--- config.mk ---
export PLATFORM = sky130hd
export DESIGN_NAME = instr_encoder_loader
export DESIGN_NICKNAME = d
export VERILOG_FILES = /design/src/rtl/instr_encoder_loader.sv
export SDC_FILE = /design/constraint.sdc
export NUM_CORES = 1
export LEC_CHECK = 0
export ABC_CLOCK_PERIOD_IN_PS = 9800
export CAP_MARGIN = 15
export CORE_MARGIN = 8
export CORE_UTILIZATION = 44
export DETAILED_ROUTE_END_ITERATION = 7
export GPL_TIMING_DRIVEN = 1
export MAX_ROUTING_LAYER = met4
export PLACE_DENSITY = 0.63
export SKIP_LAST_GASP = 1
export SLEW_MARGIN = 30
export SYNTH_ARGS = -nofsm -noshare
export SYNTH_HDL_FRONTEND = slang
export SYNTH_SLANG_ARGS = --single-unit
--- constraint.sdc ---
create_clock -name clk_i -period 9.8 [get_ports clk_i]
set_clock_uncertainty 0.05 [all_clocks]
set_input_delay 0.98 -clock clk_i [delete_from_list [all_inputs] [get_ports clk_i]]
set_output_delay 0.98 -clock clk_i [all_outputs]
set_load 0.02 [all_outputs]
--- src/rtl/instr_encoder_loader.sv ---
// Instruction encoder and program loader.
// Field-level requests are packed into 32-bit MIPS words, buffered in a small
// FIFO and written to instruction memory at sequential word addresses.
// Write-side outputs are registered copies of the FIFO head, so a word
// accepted at one edge is offered to memory from the following cycle on.
module instr_encoder_loader #(
   parameter int ADDR_W     = 8,
   parameter int FIFO_DEPTH = 4,
   parameter int BASE_ADDR  = 0
) (
   input  logic              clk_i,
   input  logic              rst_i,
   input  logic              start_i,
   input  logic              req_valid_i,
   output logic              req_ready_o,
   input  logic [1:0]        req_kind_i,
   input  logic [4:0]        rs_i,
   input  logic [4:0]        rt_i,
   input  logic [4:0]        rd_i,
   input  logic [4:0]        shamt_i,
   input  logic [5:0]        funct_i,
   input  logic [15:0]       imm_i,
   input  logic              last_i,
   output logic              mem_we_o,
   output logic [ADDR_W+1:0] mem_addr_o,
   output logic [31:0]       mem_data_o,
   input  logic              mem_ready_i,
   output logic              busy_o,
   output logic              done_o,
   output logic [ADDR_W:0]   count_o,
   output logic              err_o
);

   localparam int PW = (FIFO_DEPTH > 1) ? $clog2(FIFO_DEPTH) : 1;
   // Sum width wide enough for count + occupancy whatever the parameters
   localparam int SW = (ADDR_W + 2 > PW + 2) ? ADDR_W + 2 : PW + 2;
   localparam logic [SW-1:0] CAP       = SW'(1) << ADDR_W;
   localparam logic [PW:0]   DEPTH_VAL = (PW + 1)'(FIFO_DEPTH);

   typedef enum logic [1:0] {
      S_IDLE  = 2'd0,
      S_LOAD  = 2'd1,
      S_DRAIN = 2'd2,
      S_DONE  = 2'd3
   } state_t;

   state_t              state;
   state_t              state_nx;
   logic [31:0]         fifo_mem [FIFO_DEPTH];
   logic [PW-1:0]       rd_ptr;
   logic [PW-1:0]       wr_ptr;
   logic [PW:0]         occ;
   logic [ADDR_W-1:0]   wptr;

   logic                accept;
   logic                push;
   logic                pop;
   logic                mem_full;
   logic                clr_session;
   logic                set_err;
   logic [31:0]         enc_word;
   logic [PW:0]         occ_nx;
   logic [PW:0]         occ_left;
   logic [PW-1:0]       rd_nx;
   logic [PW-1:0]       wr_nx;
   logic [ADDR_W:0]     cnt_nx;
   logic [ADDR_W-1:0]   wptr_nx;
   logic                err_nx;
   logic [31:0]         head_nx;
   logic                ready_nx;

   // Pack request fields into a MIPS word; unknown kinds yield zero
   function automatic logic [31:0] encode(
      input logic [1:0]  kind,
      input logic [4:0]  rs,
      input logic [4:0]  rt,
      input logic [4:0]  rd,
      input logic [4:0]  shamt,
      input logic [5:0]  funct,
      input logic [15:0] imm
   );
      logic [31:0] w;
      case (kind)
         2'd0:    w = {6'b000000, rs, rt, rd, shamt, funct};
         2'd1:    w = {6'b001000, rs, rt, imm};
         2'd2:    w = {6'b000100, rs, rt, imm};
         default: w = 32'h0000_0000;
      endcase
      return w;
   endfunction

   assign mem_addr_o = {wptr, 2'b00};
   assign accept     = req_valid_i & req_ready_o;
   assign push       = accept & (req_kind_i != 2'd3);
   assign pop        = mem_we_o & mem_ready_i;
   assign enc_word   = encode(req_kind_i, rs_i, rt_i, rd_i, shamt_i, funct_i, imm_i);
   assign mem_full   = ((SW'(count_o) + SW'(occ)) == CAP);

   // Next-state logic and session control
   always_comb begin
      state_nx    = state;
      clr_session = 1'b0;
      set_err     = 1'b0;
      case (state)
         S_IDLE: begin
            if (start_i) begin
               state_nx    = S_LOAD;
               clr_session = 1'b1;
            end else begin
               state_nx = S_IDLE;
            end
         end
         S_LOAD: begin
            if (accept && last_i) begin
               state_nx = S_DRAIN;
            end else if (req_valid_i && mem_full) begin
               // Request would overflow memory: refuse it and wind down
               state_nx = S_DRAIN;
               set_err  = 1'b1;
            end else begin
               state_nx = S_LOAD;
            end
            if (accept && (req_kind_i == 2'd3)) begin
               set_err = 1'b1;
            end else begin
               set_err = set_err;
            end
         end
         S_DRAIN: begin
            if ((occ == '0) && !mem_we_o) begin
               state_nx = S_DONE;
            end else begin
               state_nx = S_DRAIN;
            end
         end
         S_DONE: begin
            if (start_i) begin
               state_nx    = S_LOAD;
               clr_session = 1'b1;
            end else begin
               state_nx = S_DONE;
            end
         end
         default: begin
            state_nx = S_IDLE;
         end
      endcase
   end

   // Datapath next values: FIFO pointers, counters and the next head word
   always_comb begin
      occ_nx   = occ + (PW + 1)'(push) - (PW + 1)'(pop);
      occ_left = occ - (PW + 1)'(pop);
      rd_nx    = rd_ptr + PW'(pop);
      wr_nx    = wr_ptr + PW'(push);
      if (clr_session) begin
         cnt_nx  = '0;
         wptr_nx = ADDR_W'(BASE_ADDR);
         err_nx  = 1'b0;
      end else begin
         cnt_nx  = count_o + (ADDR_W + 1)'(pop);
         wptr_nx = wptr + ADDR_W'(pop);
         err_nx  = err_o | set_err;
      end
      // When every stored word leaves this edge, the new head is the word
      // being pushed now (it is not yet visible in fifo_mem)
      if (occ_nx == '0) begin
         head_nx = mem_data_o;
      end else if (occ_left == '0) begin
         head_nx = enc_word;
      end else begin
         head_nx = fifo_mem[rd_nx];
      end
      ready_nx = (state_nx == S_LOAD) && (occ_nx != DEPTH_VAL) &&
                 ((SW'(cnt_nx) + SW'(occ_nx)) != CAP);
   end

   // FIFO storage; contents need no reset since the pointers define validity
   always_ff @(posedge clk_i) begin
      if (push) begin
         fifo_mem[wr_ptr] <= enc_word;
      end
   end

   // State, pointers and registered outputs
   always_ff @(posedge clk_i) begin
      if (rst_i) begin
         state       <= S_IDLE;
         rd_ptr      <= '0;
         wr_ptr      <= '0;
         occ         <= '0;
         wptr        <= ADDR_W'(BASE_ADDR);
         count_o     <= '0;
         err_o       <= 1'b0;
         req_ready_o <= 1'b0;
         mem_we_o    <= 1'b0;
         mem_data_o  <= 32'h0000_0000;
         busy_o      <= 1'b0;
         done_o      <= 1'b0;
      end else begin
         state       <= state_nx;
         rd_ptr      <= rd_nx;
         wr_ptr      <= wr_nx;
         occ         <= occ_nx;
         wptr        <= wptr_nx;
         count_o     <= cnt_nx;
         err_o       <= err_nx;
         req_ready_o <= ready_nx;
         mem_we_o    <= (occ_nx != '0);
         mem_data_o  <= head_nx;
         busy_o      <= (state_nx == S_LOAD) || (state_nx == S_DRAIN);
         done_o      <= (state_nx == S_DONE);
      end
   end

endmodule
# --- After elaboration in Yosys (flattened, before gate mapping) ---
# Memories as Yosys holds them, arrays and structs flattened.
# Index checks and enable logic that the tools add are counted.
# Widths: inputs -> output; s select.
totals:
  reg_bits: 63
  latchBits: 0
  ram_bits: 120
  rom_bits: 0
  inputBits: 50
  output_inout_bits: 56
  word_cells: 72
  mem_count: 1
op_classes:
  n_addsub: 9
  multipliers: 0
  div: 0
  n_lt_le_gt_ge: 0
  eq_ne: 13
  n_shift: 0
  n_mux: 17
  n_bitwise: 4
  n_reduce_logical: 16
memory_table:
  columns: ["name", "depth", "word_bits", "rd", "rd_ports_with_merged_regs", "write_ports", "line_no", "text"]
  rows:
  - ["fifo_mem", 4, 30, 1, 0, 1, "49", "logic [31:0] fifo_mem [FIFO_DEPTH];"]
ops:
  columns: ["operator", "count"]
  rows:
  - ["$pmux 30 s3", 1]
  - ["$mux 32", 1]
  - ["$add 9x3->10", 2]
  - ["$eq 2x2->1 const B", 6]
  - ["$eq 10x9->1 const B", 1]
  - ["$mux 1", 10]
  - ["$ne 10x9->1 const B", 1]
  - ["$add 9x1->9", 1]
  - ["$logic_not 3->1", 3]
  - ["$mux 9", 1]
  - ["$add 8x1->8", 1]
  - ["$pmux 2 s4", 1]
  - ["$eq 2x1->1 const B", 3]
  - ["$logic_and 1x1->1", 6]
  - ["$mux 2", 3]
  - ["$sub 3x1->3", 2]
  - ["$add 2x1->2", 2]
  - ["$logic_not 2->1", 2]
  - ["$reduce_or 2->1", 2]
  - ["$add 3x1->3", 1]
  - ["$and 1x1->1", 3]
  - ["$ne 3x3->1 const B", 1]
  - ["$reduce_bool 3->1", 1]
  - ["$ne 2x2->1 const B", 1]
  - ["other kinds (3)", 3]

# --- Longest topological paths before layout ---
# Gate-level depths: netlist of the first run.
depth:
  depth_word: 9
  depth_mapped: 18
  mapped_depth_nobuf: 16

# --- Least setup slack after synthesis of the first run ---
# No wires, ideal clock.
synth_path:
  path_kind: "in2reg"
  startpoint: "input req_kind_i[1]"
  endpoint: "memory fifo_mem[1][0] in the netlist's numbering, enable pin"
  setup_ns: 0.454
  arrival_time_ns: 3.786
  t_required_ns: 9.296
  setup_slack_ns: 5.510
  cell_stages: 5
  path_buffers: 2
  cell_sequence: "buf_2 nand2_1 clkbuf_1 nand3_1 nor3b_1"
synth_via:
  elab_chain_cells: 4
synth_rtl:
  columns: ["element", "line_no", "text"]
  rows:
  - ["from (decl)", "16", "input logic [1:0] req_kind_i,"]
  - ["$ne 2x2->1", "94", "assign push = accept & (req_kind_i != 2'd3);"]
  - ["$and 1x1->1", "94", null]
  - ["$mux 1", "180", "if (push) begin"]
  - ["$mux 1 (not written as such)", "181", "fifo_mem[wr_ptr] <= enc_word;"]
  - ["to (decl)", "49", null]
# Every way passes these cells.

# --- Worst setup path in the final report of the first run ---
layout_path:
  startpoint: "input req_kind_i[1]"
  endpoint: "register mem_data_o[21]"
layout_via:
  elab_chain_cells: 5
  word_cells_on_any_way: 10
  cone_classes: "2 x add/sub; 3 x eq/ne; 2 x mux; 1 x bitwise; 2 x reduce/logical"
layout_rtl:
  columns: ["element", "line_no", "text"]
  rows:
  - ["$ne 2x2->1", "94", null]
  - ["$and 1x1->1", "94", null]
  - ["$add 3x1->3", "152", "occ_nx = occ + (PW + 1)'(push) - (PW + 1)'(pop);"]
  - ["$sub 3x1->3", "152", null]
  - ["via occ_nx[2]", "62", "logic [PW:0] occ_nx;"]
  - ["$logic_not 3->1", "167", "if (occ_nx == '0) begin"]
  - ["to (signal assigned)", "210", "mem_data_o <= head_nx;"]
  - ["to (decl)", "26", "output logic [31:0] mem_data_o,"]
# The timed path passes the listed nets, and every way through them passes these cells.
# A chain may end at the register's enable or synchronous reset.

==> results of run 1 <==
## state kept, by name (all words and copies together) (netlist names)
name and flops:
wptr 8, state 2, fifo_mem 112, count_o 9
busy_o 1, req_ready_o 1, err_o 1, rd_ptr 2
done_o 1, wr_ptr 2, occ 3, mem_we_o 1
mem_data_o 28
## cell usage in the layout, fill, tap and decap left out, types with 3 or more instances in the layout
| cell | n |
|---|---|
| xor2_1 | 10 |
| buf_4 | 8 |
| mux2i_1 | 45 |
| o21ai_0 | 19 |
| xnor2_1 | 11 |
| fa_1 | 3 |
| a21o_1 | 3 |
| dfxtp_1 | 59 |
| bufinv_16 | 4 |
| and2_1 | 14 |
| nor2b_1 | 10 |
| clkbuf_1 | 6 |
| edfxtp_1 | 112 |
| nor2_1 | 57 |
| clkbuf_16 | 17 |
| inv_1 | 13 |
| nor3_1 | 4 |
| and3_1 | 4 |
| clkinv_1 | 3 |
| a211oi_1 | 3 |
| mux4_2 | 28 |
| a21oi_1 | 5 |
| a211oi_2 | 28 |
| nand2_1 | 24 |
| conb_1 | 6 |
| nand3_1 | 10 |
| ha_1 | 17 |
| a2111oi_0 | 3 |
| clkdlybuf4s50_1 | 98 |
## critical path, delay by kind of cell
family | cells | cell delay, ns
xor gates and xnor gates | 3 | 0.62
AOI/OAI and AO/OA | 1 | 0.06
adders and majority gates | 2 | 0.55
buffers and inverters | 5 | 1.28
and+or+nand+nor | 4 | 1.64
## final timing paths
kind / from / endpoint
hold / removal: mem_data_o[4] / mem_data_o[4]
setup reg to reg: mem_we_o / mem_data_o[21]
setup / recovery: req_kind_i[1] / mem_data_o[21]
hold reg to reg: mem_data_o[4] / mem_data_o[4]
## kinds of logic after synthesis
group,Yosys count,share of synthesized area
xor+xnor,22,0.02508
simple gates,140,0.08681
other cells,1,0.0004881
mux,73,0.1407
compound gates,71,0.08192
fa+ha+maj,21,0.03713
buf+inv,54,0.03632
flops,171,0.5915
## Yosys cell counts (all sizes together) (3+ instances only)
cell type  instances  area, sq um
edfxtp           112         3363
dfxtp             59         1181
nor2              58        217.7
mux2i             45        450.4
a211oi            31        372.9
mux4              28        630.6
buf               26        173.9
nand2             24        90.09
o21ai             20        100.1
ha                18        225.2
and2              14        87.58
clkbuf            14        52.55
inv               14        52.55
nor2b             11        68.82
xnor2             11        96.34
xor2              11        96.34
nand3             10        50.05
a21oi              5        25.02
and3               5        36.28
nor3               5        25.02
a2111oi            3        26.28
a21o               3        22.52
fa                 3        60.06
or3                3        18.77
## power breakdown
part,internal [mW],switching (mW),total (mW)
clock network,0.424,0.257,0.681
logic,0.435,0.547,0.982
registers,0.851,0.0506,0.902
total,1.71,0.854,2.56
## final cells by class
cell class	instances	area share
Sequential cell	171	0.4773
Clock inverter	9	0.01537
Multi-Input combinational cell	333	0.3096
Clock buffer	23	0.04704
Timing Repair Buffer	109	0.1156
Inverter	14	0.005519
Tap cell	225	0.02957
## routing by layer
metal | global-route usage | vias up | share of wire | wire [um]
met3 | 0.04102 | 13 | 0.057 | 968
met1 | 0.1953 | 2337 | 0.43 | 7358
met5 | - | - | 0 | 0
met4 | 0.05864 | 0 | 0.010 | 171
met2 | 0.2724 | 117 | 0.50 | 8545
li1 | - | 2229 | - | -
==> out/metrics.cfg, run 1 <==
[run_status]
status=complete, no violations

[synth]
async_reset_ff_frac=0
synth_area_sq_um=7682
ys_warn_count=0
synth_edf_count=112
synth_area_per_cell_sq_um=13.89
synth_seq_cells=171
synthFlopType=edfxtp_1
ys_seq_area_frac=0.5915
ys_types=48
synthCells=553

[place]
gp_congestion=0.8341
placed_cell_area_sq_um=8927
dp_cells=852
port_buffers=99
pre_cts_slack_ns=4.448
hpwl_um=11580

[sta]
final_hold_viol_count=0
fin_ws_ns=4.877
fin_crit_ns=4.923
tightest_slew_ns=0.8517
tns_ns=0
timing.slew.headroom=0.4296
setup_viol_count_final=0
timing.fmax_mhz=203.1
fin_crit_sh=0.5024
slew_violations=0
timing.hold.ws_ns=0.4793
rsz0062_at_grt=false

[routing]
vias_per_cell=5.312
drc=0
routedWlPerCell_um=19.28
first_pass_iters=4
drt-total-wl_um=17040
drt_iter0_drc=308
via_count=4696
drtAntennaViolNets=0

[grt]
grt_pass1_vias=4992
grt_usage=0.1657
grt_max_degree=45
grt_pass1_wl_um=27110
overflow=0
antenna_found_initial=0

[clock_network]
root_buffer=clkbuf_16
cts_max_level=4
postCtsSetupRepairBufs=0
clock_sinks=171
cts.clk_slew.worst_paths_ns=0.06
numCtsBuffers=17
clock_latency_ns=0.42
cts_hold_buf=0
cts_tree=yes
ctsResizeCount=0
cts_buffer_depth=2

[cells_and_area]
syn_to_final_growth_pct=23.94
drive_gt1_frac=0.1548
regArea_sq_um=4544
n_antenna_cell=0
nNetsFinal=717
multi_input_area_sq_um=2948
instances_no_fill=884
fillCellCount=1460
post-route-util=0.5543
fin_area_sq_um=9522

[floorplanning]
fp.dieH_um=148.1
rows=48
core_sq_um=17180
num_io_pins=106
die_area_sq_um=21940
fp.dieW_um=148.1
start_util=0.4473

[worst_setup_path]
worst_ep_arrival_time_ns=5.15
ff2ff_path_depth=13
cp_max_fo=32
startpoint_type=input port
path_cells=clkdlybuf4s50_1 -> buf_4 -> nand2_1 -> nand3_1 -> xnor2_1 -> ha_1 -> inv_1 -> fa_1 -> xor2_1 -> xnor2_1 -> inv_2 -> or3_2 -> buf_4 -> nor2_1 -> a211oi_2
slowest_delay_ns=0.72
required_ns=10.02
crit_path_top_delay_cell=or3_2
end_kind=flop
crit_type=in2reg
worst-r2r-setup-slack_ns=6.13

[power]
peakVddDrop_mv=0.1741
leakagePower_nw=3.414
power_mw=2.565
p_per_area_nw_per_um2=269.4

[min_path]
hold_path_depth=2
hp-class=reg2reg

[run]
max_cap_violations=0

Power figures use the tool's default switching activity.
==> inputs of run 2 (changes only) <==
Settings changed: ABC_CLOCK_PERIOD_IN_PS 9800 to 4470, PLACE_DENSITY 0.63 to 0.66.
Clock period 9.8 ns to 4.47 ns, I/O delays scaled along.
==> run 2 against run 1 <==
Core utilization barely moved. Register-to-register slack worse by 5.2 ns. Sequential power grew 120%. Wire length decreased by 2.6%. Non-clock buffer count up 7. Final area barely moved. Critical path type unchanged. Flip-flop and latch count unchanged. Combinational power up 120%. Largest power group unchanged.
==> out/metrics.cfg, run 2 (synthesis gave the netlist of run 1 again) <==
[cells_and_area]
largest_reg_flops=112  ; unchanged
regMostFlops=fifo_mem  ; unchanged
final_common_cell=edfxtp_1  ; unchanged
final_cell_mix=112 x edfxtp_1, 98 x clkdlybuf4s50_1, 59 x dfxtp_1  ; unchanged
nNetsFinal=724  ; was 717
top_regs=fifo_mem (112), mem_data_o (28), count_o (9)  ; unchanged
n_antenna_cell=0  ; unchanged
syn_to_final_growth_pct=23.88  ; was 23.94%
drive_gt1_frac=0.1682  ; was 0.1548

[worst_setup_path]
required_ns=4.72  ; was 10.02 ns
worst-r2r-setup-slack_ns=0.97  ; was 6.13 ns
worst_ep_arrival_time_ns=3.91  ; was 5.15 ns
crit_type=in2reg  ; unchanged
startpoint_type=input port  ; unchanged
cp_max_fo=4  ; was 32
ff2ff_path_depth=15  ; was 13
end_kind=flop  ; unchanged

[place]
port_buffers=99  ; unchanged
gp_congestion=0.8428  ; was 0.8341
hpwl_um=11460  ; was 11580 um

[routing]
top_layer=met4  ; unchanged
drtAntennaViolNets=0  ; unchanged
met2_wirelength_um=8714  ; was 8545 um
drt_iter0_drc=203  ; was 308
met3_length_um=662  ; was 968 um
drt-total-wl_um=16600  ; was 17040 um
vias_per_cell=5.290  ; was 5.312
routedWlPerCell_um=18.63  ; was 19.28 um
wl_met1_um=7044  ; was 7358 um
first_pass_iters=4  ; unchanged
drc=0  ; unchanged
via_count=4713  ; was 4696

[grt]
overflow=0  ; unchanged
grt_pass1_wl_um=26770  ; was 27110 um
grt_max_degree=44  ; was 45
antenna_found_initial=0  ; unchanged
grt_usage=0.1613  ; was 0.1657
grt_pass1_vias=5135  ; was 4992

[floorplanning]
fp.dieW_um=148.1  ; unchanged
fp.dieH_um=148.1  ; unchanged
rows=48  ; unchanged
start_util=0.4473  ; unchanged
die_area_sq_um=21940  ; unchanged
num_io_pins=106  ; unchanged
core_sq_um=17180  ; unchanged

[power]
p_per_area_nw_per_um2=587.3  ; was 269.4 nW/um^2
peakVddDrop_mv=0.3637  ; was 0.1741 mV
leakagePower_nw=3.447  ; was 3.414 nW
power_mw=5.589  ; was 2.565 mW

[clock_network]
cts_buffer_depth=2  ; unchanged
cts_tree=yes  ; unchanged
cts.clk_slew.worst_paths_ns=0.06  ; about the same
numCtsBuffers=17  ; unchanged
clock_latency_ns=0.42  ; about the same
clock_sinks=171  ; unchanged
cts_max_level=4  ; unchanged
ctsResizeCount=0  ; unchanged
postCtsSetupRepairBufs=0  ; unchanged
root_buffer=clkbuf_16  ; unchanged
cts_hold_buf=0  ; unchanged

[sta]
tightest_slew_ns=0.8230  ; was 0.8517 ns
setup_viol_count_final=0  ; unchanged
rsz0062_at_grt=false  ; unchanged
tns_ns=0  ; unchanged
slew_violations=0  ; unchanged
timing.slew.headroom=0.4513  ; was 0.4296
timing.fmax_mhz=272.9
final_hold_viol_count=0  ; unchanged
fin_crit_ns=3.665
fin_crit_sh=0.8199

[run_status]
status=complete, no violations  ; unchanged

[run]
max_cap_violations=0  ; unchanged

[min_path]
hold_path_depth=3  ; was 2
hp-class=in2reg  ; was reg2reg

## run 2: cell count changes in the layout (fill, tap and decap cells not counted), sizes merged
cell	previous run	this run
clkbuf	23	19
inv	14	15
bufinv	4	3
clkinv	3	7
buf	11	18
## run 2: routing by layer
metal,up-vias,track usage
met4,0,0.04997
met2,95,0.2765
li1,2249,-
met3,13,0.03555
met1,2356,0.1862
met5,-,-
## run 2: metrics by stage
step / cells / instance area, sq um / hold slack [ns] / worst slack, ns / utilization
global route: 891 / 9517 / 0.3702 / 0.4979 / 0.5541
finish: 891 / 9517 / 0.3695 / 0.8051 / 0.5541
CTS: 891 / 9517 / 0.3515 / 0.8499 / 0.5541
floorplan: 558 / 7701 / 0.4790 / 0.7132 / -
detailed placement: 859 / 8935 / 0.4730 / 0.3894 / 0.5202
global placement: 859 / 8931 / 0.4502 / 0.5350 / 0.5200
## run 2: final timing paths
path / from / to
setup / recovery: req_valid_i / req_ready_o
hold / removal: rst_i / state[0]
setup reg to reg: req_ready_o / req_ready_o
hold reg to reg: mem_data_o[17] / mem_data_o[17]
## run 2: area by class of cell
class	count	area [sq um]
clock buffers	19	432.9
clock inverters	13	148.9
fillers	1456	7660
inverters	14	52.55
multi-input cells	333	2918
flip-flops and latches	171	4544
well taps	225	281.5
repair buffers	116	1139
## run 2: worst max-delay path, cell delays in order
cell             delay (ns)
clkdlybuf4s50_1        0.58
nand3_1                0.23
xnor2_1                0.21
ha_1                   0.15
inv_1                  0.04
fa_1                   0.36
xor2_1                 0.16
xnor2_1                0.29
inv_2                  0.06
ha_1                   0.34
a21oi_1                0.19
inv_1                  0.06
a2111oi_0              0.40
a21oi_1                0.07
nor4_1                 0.21
a21oi_1                0.10
## run 2: where the power goes
group          switching (mW)  total [mW]  leakage (nW)  internal, mW
Clock                   0.577        1.45         0.280         0.872
Sequential             0.0969        1.96          1.50          1.87
Combinational            1.21        2.18          1.66         0.965
